===== src/rtl/reg_file_cmd_ctrl.sv =====
// Turns UART byte frames (AA addr data / BB addr) into register-file writes and reads, returning read data to UART TX.
// All outputs registered; read returns one cycle after rf_read_data_valid when TX is free, otherwise waits while tx_busy is high.
module reg_file_cmd_ctrl #(
  parameter int                    DATA_WIDTH          = 8,
  parameter int                    REGISTER_FILE_DEPTH = 16,
  parameter logic [DATA_WIDTH-1:0] WRITE_CMD           = 8'hAA,
  parameter logic [DATA_WIDTH-1:0] READ_CMD            = 8'hBB,
  parameter int                    TIMEOUT_CYCLES      = 1024
) (
  input  logic                                   clk,
  input  logic                                   reset,
  input  logic [DATA_WIDTH-1:0]                  rx_data,
  input  logic                                   rx_data_valid,
  input  logic [DATA_WIDTH-1:0]                  rf_read_data,
  input  logic                                   rf_read_data_valid,
  input  logic                                   tx_busy,
  output logic [$clog2(REGISTER_FILE_DEPTH)-1:0] rf_address,
  output logic                                   rf_write_enable,
  output logic [DATA_WIDTH-1:0]                  rf_write_data,
  output logic                                   rf_read_enable,
  output logic [DATA_WIDTH-1:0]                  tx_data,
  output logic                                   tx_data_valid,
  output logic                                   cmd_error,
  output logic                                   busy
);

  localparam int AW = $clog2(REGISTER_FILE_DEPTH);
  localparam int CW = $clog2(TIMEOUT_CYCLES + 1);

  typedef enum logic [2:0] {
    IDLE, WR_ADDR, WR_DATA, RD_ADDR, RD_WAIT, TX_WAIT
  } state_t;

  state_t                state_q, state_d;
  logic [CW-1:0]         tmo_cnt_q, tmo_cnt_d;
  logic [AW-1:0]         addr_q, addr_d;
  logic [DATA_WIDTH-1:0] wdata_q, wdata_d;
  logic [DATA_WIDTH-1:0] txd_q, txd_d;
  logic                  we_q, we_d;
  logic                  re_q, re_d;
  logic                  txv_q, txv_d;
  logic                  err_q, err_d;
  logic                  busy_q, busy_d;

  logic addr_ok;
  logic expired;

  // Compare in 32 bits so depths beyond the byte range still work.
  assign addr_ok = ({{(32-DATA_WIDTH){1'b0}}, rx_data} < 32'(REGISTER_FILE_DEPTH));
  assign expired = (tmo_cnt_q == CW'(TIMEOUT_CYCLES - 1));

  always_comb begin
    state_d   = state_q;
    tmo_cnt_d = tmo_cnt_q;
    addr_d    = addr_q;
    wdata_d   = wdata_q;
    txd_d     = txd_q;
    we_d      = 1'b0;
    re_d      = 1'b0;
    txv_d     = 1'b0;
    err_d     = 1'b0;

    case (state_q)
      IDLE: begin
        tmo_cnt_d = '0;
        if (rx_data_valid) begin
          if (rx_data == WRITE_CMD)     state_d = WR_ADDR;
          else if (rx_data == READ_CMD) state_d = RD_ADDR;
          else                          err_d   = 1'b1;
        end
      end
      WR_ADDR, RD_ADDR: begin
        if (rx_data_valid) begin
          tmo_cnt_d = '0;
          if (!addr_ok) begin
            err_d   = 1'b1;
            state_d = IDLE;
          end else begin
            addr_d  = rx_data[AW-1:0];
            re_d    = (state_q == RD_ADDR);
            state_d = (state_q == RD_ADDR) ? RD_WAIT : WR_DATA;
          end
        end else if (expired) begin
          err_d   = 1'b1;
          state_d = IDLE;
        end else begin
          tmo_cnt_d = tmo_cnt_q + 1'b1;
        end
      end
      WR_DATA: begin
        if (rx_data_valid) begin
          tmo_cnt_d = '0;
          wdata_d   = rx_data;
          we_d      = 1'b1;
          state_d   = IDLE;
        end else if (expired) begin
          err_d   = 1'b1;
          state_d = IDLE;
        end else begin
          tmo_cnt_d = tmo_cnt_q + 1'b1;
        end
      end
      RD_WAIT: begin
        // A stray byte is flagged but never disturbs the read in flight.
        err_d = rx_data_valid;
        if (rf_read_data_valid) begin
          txd_d = rf_read_data;
          if (!tx_busy) begin
            txv_d   = 1'b1;
            state_d = IDLE;
          end else begin
            state_d = TX_WAIT;
          end
        end
      end
      TX_WAIT: begin
        err_d = rx_data_valid;
        if (!tx_busy) begin
          txv_d   = 1'b1;
          state_d = IDLE;
        end
      end
      default: state_d = IDLE;
    endcase

    busy_d = (state_d != IDLE);
  end

  always_ff @(posedge clk or negedge reset) begin
    if (!reset) begin
      state_q   <= IDLE;
      tmo_cnt_q <= '0;
      addr_q    <= '0;
      wdata_q   <= '0;
      txd_q     <= '0;
      we_q      <= 1'b0;
      re_q      <= 1'b0;
      txv_q     <= 1'b0;
      err_q     <= 1'b0;
      busy_q    <= 1'b0;
    end else begin
      state_q   <= state_d;
      tmo_cnt_q <= tmo_cnt_d;
      addr_q    <= addr_d;
      wdata_q   <= wdata_d;
      txd_q     <= txd_d;
      we_q      <= we_d;
      re_q      <= re_d;
      txv_q     <= txv_d;
      err_q     <= err_d;
      busy_q    <= busy_d;
    end
  end

  assign rf_address      = addr_q;
  assign rf_write_enable = we_q;
  assign rf_write_data   = wdata_q;
  assign rf_read_enable  = re_q;
  assign tx_data         = txd_q;
  assign tx_data_valid   = txv_q;
  assign cmd_error       = err_q;
  assign busy            = busy_q;

endmodule


===== config.mk =====
export PLATFORM = sky130hd
export DESIGN_NAME = reg_file_cmd_ctrl
export DESIGN_NICKNAME = d
export VERILOG_FILES = /design/src/rtl/reg_file_cmd_ctrl.sv
export SDC_FILE = /design/constraint.sdc
export NUM_CORES = 1
export LEC_CHECK = 0
export CAP_MARGIN = 10
export CORE_MARGIN = 2
export CORE_UTILIZATION = 25
export DETAILED_ROUTE_END_ITERATION = 10
export PLACE_DENSITY = 0.48
export SLEW_MARGIN = 20
export SYNTH_ARGS = -nofsm -noshare
export SYNTH_HDL_FRONTEND = slang
export SYNTH_SLANG_ARGS = --single-unit
export TNS_END_PERCENT = 50

===== constraint.sdc =====
create_clock -name clk -period 2 [get_ports clk]
set_input_delay 0.6 -clock clk [delete_from_list [all_inputs] [get_ports clk]]
set_output_delay 0.6 -clock clk [all_outputs]
set_load 0.02 [all_outputs]

==> flow_summary.yaml, run 1 <==
route:
  wl_um: 4080
  drtIter0Drc: 78
  vias_per_cell: 4.54
  vias: 1431
  wire_per_inst_um: 12.9
  antenna_left: 0
  firstDrtPassIters: 4
  drc: 0
cells_and_area:
  drive_above_1_share_pct: 26.4
  syn2layout_area_growth_pct: 45.3
  multi_input_area_um2: 808
  fin_nets: 237
  layout.cells.non_filler: 315
  fillCellCount: 745
  regArea_um2: 976
  diodes: 0
sta:
  min_period_ps: 1860
  rsz0062_at_grt: "no"
  finalHoldViolations: 0
  slew_headroom_pct: 72.6
  drv_slew: 0
  fin_skew_ps: 4.66
  max_freq_ghz: 0.537
  tightest_slew_ps: 411
  min_period_over_period_pct: 93.2
  finalSetupViolCount: 0
critical_path:
  crit_start: "rf_write_data[0]"
  cp.arrival_ps: 1260
  crit_required_ps: 1400
  cp_cell_sequence: "clkdlybuf4s50_1"
  endpoint_kind: "output port"
  slowest_delay_ps: 610
  cp-start-kind: "register"
  r2r_cells: 6
  crit_family: "buffers and inverters"
  cp_max_fo: 2
  r2r_end: "tmo_cnt_q[8]"
  cp_num_buf_inv: 1
  critical_path_class: "reg2out"
  slowest_stage: "clkdlybuf4s50_1"
  reg2reg_slack_ps: 260
  reg2reg_from: "tmo_cnt_q[0]"
global_routing:
  grt_max_degree: 25
  grt_overflow: 0
  grt_pass1_wl_um: 6600
  antenna_found_initial: 0
  grt_use_total_pct: 10.8
  first_global_vias: 1444
pwr:
  vdd.ir_drop.worst_uv: 581
  finalPower_uw: 2100
  p_leak_uw: 0.00116
  power_density_nw_per_um2: 796
placed_design:
  io_buffer_count: 45
  hpwlAfterDp_um: 3010
  post-place-cells: 307
  gp_congestion: 0.822
cts:
  cts_buffers: 5
  clock_path_buffers: 2
  clk_pin_slew_ps: 80
  cts_sinks: 39
  cts_tree: "yes"
  insertion_delay_ps: 290
  ctsHoldBuffers: 0
  cts_resized: 0
  clockRootBuffer: "clkbuf_8"
  htreeDepth: 2
  postCtsSetupBuffers: 0
run:
  maxCapViolCount: 0
logic_synthesis:
  syn_inst: 148
  ys_top_cells_by_count: "dfrtp_1, mux2_2, nand2_1, nor2_1, a21oi_1"
  yosys.area.top_type: "dfrtp_1"
  ys_types: 46
  synth_edf_count: 0
  synth-seq-cells: 39
  synth-seq-area-share_pct: 53.7
  yosys_warnings: 0
  yosysMostFrequentCell: "dfrtp_1"
  ys.flop_type: "dfrtp_1"
  syn_area_um2: 1820
  netlist.area_leader.share_pct: 53.7
  async_reset_ff_share_pct: 100
  yosys-top-cells-area: "dfrtp_1, mux2_2, a21oi_1"
  syn_nets: 170
  syn_avg_cell_area_um2: 12.3
outcome:
  status: "completed"
floorplanning:
  rows: 31
  core-area_um2: 7140
  initial_core_util_pct: 25.5
  die_area_um2: 7970
  num_io_pins: 46
  die-height_um: 89.3
  dieWidth_um: 89.3
hold_path:
  min_path_type: "in2async"
where the power goes:
group          total, µW  internal [µW]  leakage, µW  switching [µW]
sequential           930            879     0.000526            51.2
clock                669            372    0.0000581             297
combinational        503            279     0.000572             224
total               2100           1530      0.00116             573
layout by cell type (no fill, tap or decap), types with 2 or more instances in the layout:
cell | netlist | final
nor4bb_1 | 2 | 2
clkdlybuf4s50_1 | 0 | 44
or3_1 | 3 | 3
inv_1 | 2 | 2
a21oi_1 | 7 | 7
and3_1 | 3 | 3
nand2_1 | 8 | 8
nor2_1 | 8 | 8
nand2b_1 | 3 | 3
clkbuf_8 | 0 | 5
buf_4 | 0 | 17
and2b_1 | 2 | 2
or4_1 | 2 | 2
o221ai_1 | 2 | 2
mux2_2 | 20 | 20
dfrtp_1 | 39 | 39
nand3b_1 | 2 | 2
a31oi_1 | 2 | 2
buf_12 | 0 | 2
o21ai_0 | 5 | 5
nor3_1 | 2 | 2
nand3_1 | 5 | 5
nor3b_1 | 2 | 2
registers in the layout (all words and copies together) (netlist names):
| signal | flops |
|---|---|
| tmo_cnt_q | 11 |
| rf_write_data | 8 |
| tx_data | 8 |
| rf_address | 4 |
| state_q | 3 |
| busy | 1 |
| cmd_error | 1 |
| rf_read_enable | 1 |
| rf_write_enable | 1 |
| tx_data_valid | 1 |
cell type report:
class	count	share of cell area [%]
flip-flops and latches	39	36.9
repair buffers	64	23.2
clock inverters	3	1.66
inverters	2	0.284
multi-input cells	103	30.6
well taps	99	4.69
clock buffers	5	2.61
how the worst max path moves through the flow:
stage                       end  depth (start not counted)
3_5_place_dp       tmo_cnt_q[9]                          5
5_1_grt                    busy                          6
4_1_cts        rf_write_data[0]                          1
2_1_floorplan      tmo_cnt_q[2]                          6
6_report       rf_write_data[0]                          1
3_3_place_gp       tmo_cnt_q[9]                          5
metal layers:
layer,up-vias,track usage [%],wire length [µm]
met5,-,0,0
met4,0,4.48,86
met3,11,3.23,251
met2,53,16.1,1740
met1,685,14.6,2000
li1,682,-,-
stage by stage:
stage	utilization [%]	hold WS [ps]	cell area, µm²	setup TNS [ps]	worst slack, ps
finish	37.0	223	2640	0	136
global route	37.0	236	2640	0	72.8
CTS	37.0	232	2640	0	125
detailed placement	35.4	495	2530	-1910	-162
global placement	35.4	488	2530	-1680	-139
floorplan	-	304	1820	0	348
cell families (layout without fill, tap and decap cells):
family,count (synthesis),in the layout,share of synthesized area [%]
DFF,39,39,53.7
buffers and inverters,6,74,1.86
xor gates and xnor gates,2,2,0.964
and+or+nand+nor,51,51,18.0
adders and majority gates,1,1,0.688
AOI/OAI and AO/OA,28,28,11.9
muxes,21,21,12.9
Note: power is estimated with default switching activity, not from simulation.
==> inputs of run 2 (changes only) <==
CTS_BUF_LIST = sky130_fd_sc_hd__clkbuf_4   (was default)
clock period = 1.8 ns   (was 2 ns; I/O delays follow)
==> run 2 against run 1 <==
Count of clock-buffer cells in the layout did not move. Sequential cell count did not move. Combinational power decreased by 2%. Worst setup slack lost 64 ps. Worst hold slack worse by 110 ps. First-iteration DRC count is 1.3% higher. Cell count increased by 0.95%. Critical endpoint is now tmo_cnt_q[6].
==> flow_summary.yaml, run 2 (same netlist as run 1, synthesis figures left out) <==
floorplanning:
  rows: 31
  num_io_pins: 46
  die_area_um2: 7970
  dieWidth_um: 89.3
  core-area_um2: 7140
  initial_core_util_pct: 25.5
  die-height_um: 89.3
sta:
  finalHoldViolations: 0
  tightest_slew_ps: 441
  finalSetupViolCount: 0
  rsz0062_at_grt: "no"
  max_freq_ghz: 0.579
  min_period_ps: 1730
  min_period_over_period_pct: 96.0
  fin_skew_ps: 11.2
  tns_ps: 0
  drv_slew: 0
  slew_headroom_pct: 70.6
cells_and_area:
  drive_above_1_share_pct: 27.4
  fin_nets: 240
  fillCellCount: 736
  fin_util_pct: 36.8
  layout.cells.non_filler: 318
  syn2layout_area_growth_pct: 44.4
  largest_reg_flops: 11
  diodes: 0
  final_common_cell: "dfrtp_1"
  final_cell_mix: "dfrtp_1, dlygate4sd2_1, mux2_2, buf_4, clkdlybuf4s50_1"
  regMostFlops: "tmo_cnt_q"
cts:
  cts_buffers: 5
  clock_path_buffers: 2
  ctsHoldBuffers: 0
  htreeDepth: 2
  cts_sinks: 39
  cts_tree: "yes"
  insertion_delay_ps: 350
  clockRootBuffer: "clkbuf_4"
  clk_pin_slew_ps: 130
placed_design:
  hpwlAfterDp_um: 3060
  gp_congestion: 0.818
  io_buffer_count: 45
  post-place-cells: 310
critical_path:
  cp_num_buf_inv: 2
  crit_start: "rx_data_valid"
  cp_max_fo: 6
  cp.arrival_ps: 2000
  path_depth: 6
  critical_path_class: "in2reg"
  reg2reg_from: "tmo_cnt_q[1]"
  r2r_cells: 6
  r2r_end: "tmo_cnt_q[6]"
  cp_cell_sequence: "clkdlybuf4s50_1, o21bai_4, o311ai_2, buf_4, or3_1, a21oi_1"
  reg2reg_slack_ps: 130
  slowest_delay_ps: 550
  cp-endpoint: "tmo_cnt_q[6]"
  crit_family: "buffers and inverters"
  slowest_stage: "clkdlybuf4s50_1"
  endpoint_kind: "register"
  cp-start-kind: "input pin"
  crit_required_ps: 2070
run:
  maxCapViolCount: 0
global_routing:
  grt_use_total_pct: 10.5
  use_met2_pct: 15.8
  grt_max_degree: 19
  busiest_layer: "met2"
  globalRouteMet1Util_pct: 14.9
  grt_overflow: 0
  first_global_vias: 1384
  grt_pass1_wl_um: 6530
  antenna_found_initial: 0
  met3_usage_pct: 3.23
route:
  wire_per_inst_um: 12.9
  wl_um: 4110
  vias_per_cell: 4.47
  antenna_left: 0
  firstDrtPassIters: 4
  drc: 0
  drtIter0Drc: 79
  vias: 1423
pwr:
  power_frac_comb_pct: 21.8
  p_seq_share_pct: 45.5
  vdd.ir_drop.worst_uv: 580
  p_sw_uw: 607
  p_sw_share_pct: 26.9
  p_clk_share_pct: 32.7
  power_density_nw_per_um2: 860
  p_int_uw: 1650
  p_leak_uw: 0.00126
hold_path:
  min_path_type: "in2async"
outcome:
  status: "completed"
-- run 2: changes by cell type in the layout (fill, tap and decap cells not counted) --
cell	previous run	this run
bufinv_16	1	2
buf_4	17	20
dlygate4sd2_1	0	25
clkbuf_8	5	0
clkinv_4	1	0
clkinv_2	1	0
clkdlybuf4s50_1	44	19
clkinvlp_4	0	1
clkbuf_4	0	5
-- run 2: how the worst min path moves through the flow --
| stage | cells past startpoint | endpoint | from |
|---|---|---|---|
| after global routing | 1 | tx_data[7] | reset |
| after floorplan | 0 | busy | reset |
| after global placement | 1 | tx_data[4] | tx_data[4] |
| after detailed placement | 1 | tx_data[1] | tx_data[1] |
| after CTS | 1 | tx_data[5] | reset |
| final | 1 | tx_data[1] | reset |
-- run 2: final cells by class --
cell class                 instances  area (µm²)  share of cell area, %
sequential                        39         976                   37.2
multi-input combinational        103         808                   30.8
timing repair buffer              67         604                   23.0
tap                               99         124                   4.72
clock inverter                     3        67.6                   2.57
clock buffer                       5        37.5                   1.43
inverter                           2        7.51                  0.286
-- run 2: worst reg2reg max path, cell delays in order, from the launching register on --
cell      delay, ps
dfrtp_1         380
ha_1            190
and2_1          270
o311ai_2        140
buf_4           170
or3_1           300
a21oi_1         150
-- run 2: timing repair --
item | CTS | global route
setup endpoints to repair | 25 | 0
buffers inserted | 0 | 0
resized for setup | 25 | 0
-- run 2: power groups by stage --
stage | Combinational [µW] | Sequential, µW | Clock (µW)
floorplan | 133 | 1170 | 0
global placement | 568 | 1050 | 0
detailed placement | 568 | 1050 | 0
CTS | 500 | 1030 | 762
global route | 535 | 1040 | 802
finish | 492 | 1030 | 738
-- run 2: per-layer routing --
layer | share of wire (%) | vias to the layer above
met5 | 0 | -
met4 | 0.78 | 0
met3 | 6.0 | 5
met2 | 43 | 43
met1 | 50 | 681
li1 | - | 694
-- run 2: through the flow --
stage	hold slack, ps	total power, µW	cell area, µm²	setup slack, ps
floorplan	244	1300	1820	148
global placement	489	1620	2550	-279
detailed placement	494	1620	2550	-291
CTS	122	2290	2630	78.7
global route	117	2380	2630	5.49
finish	110	2260	2630	72.4
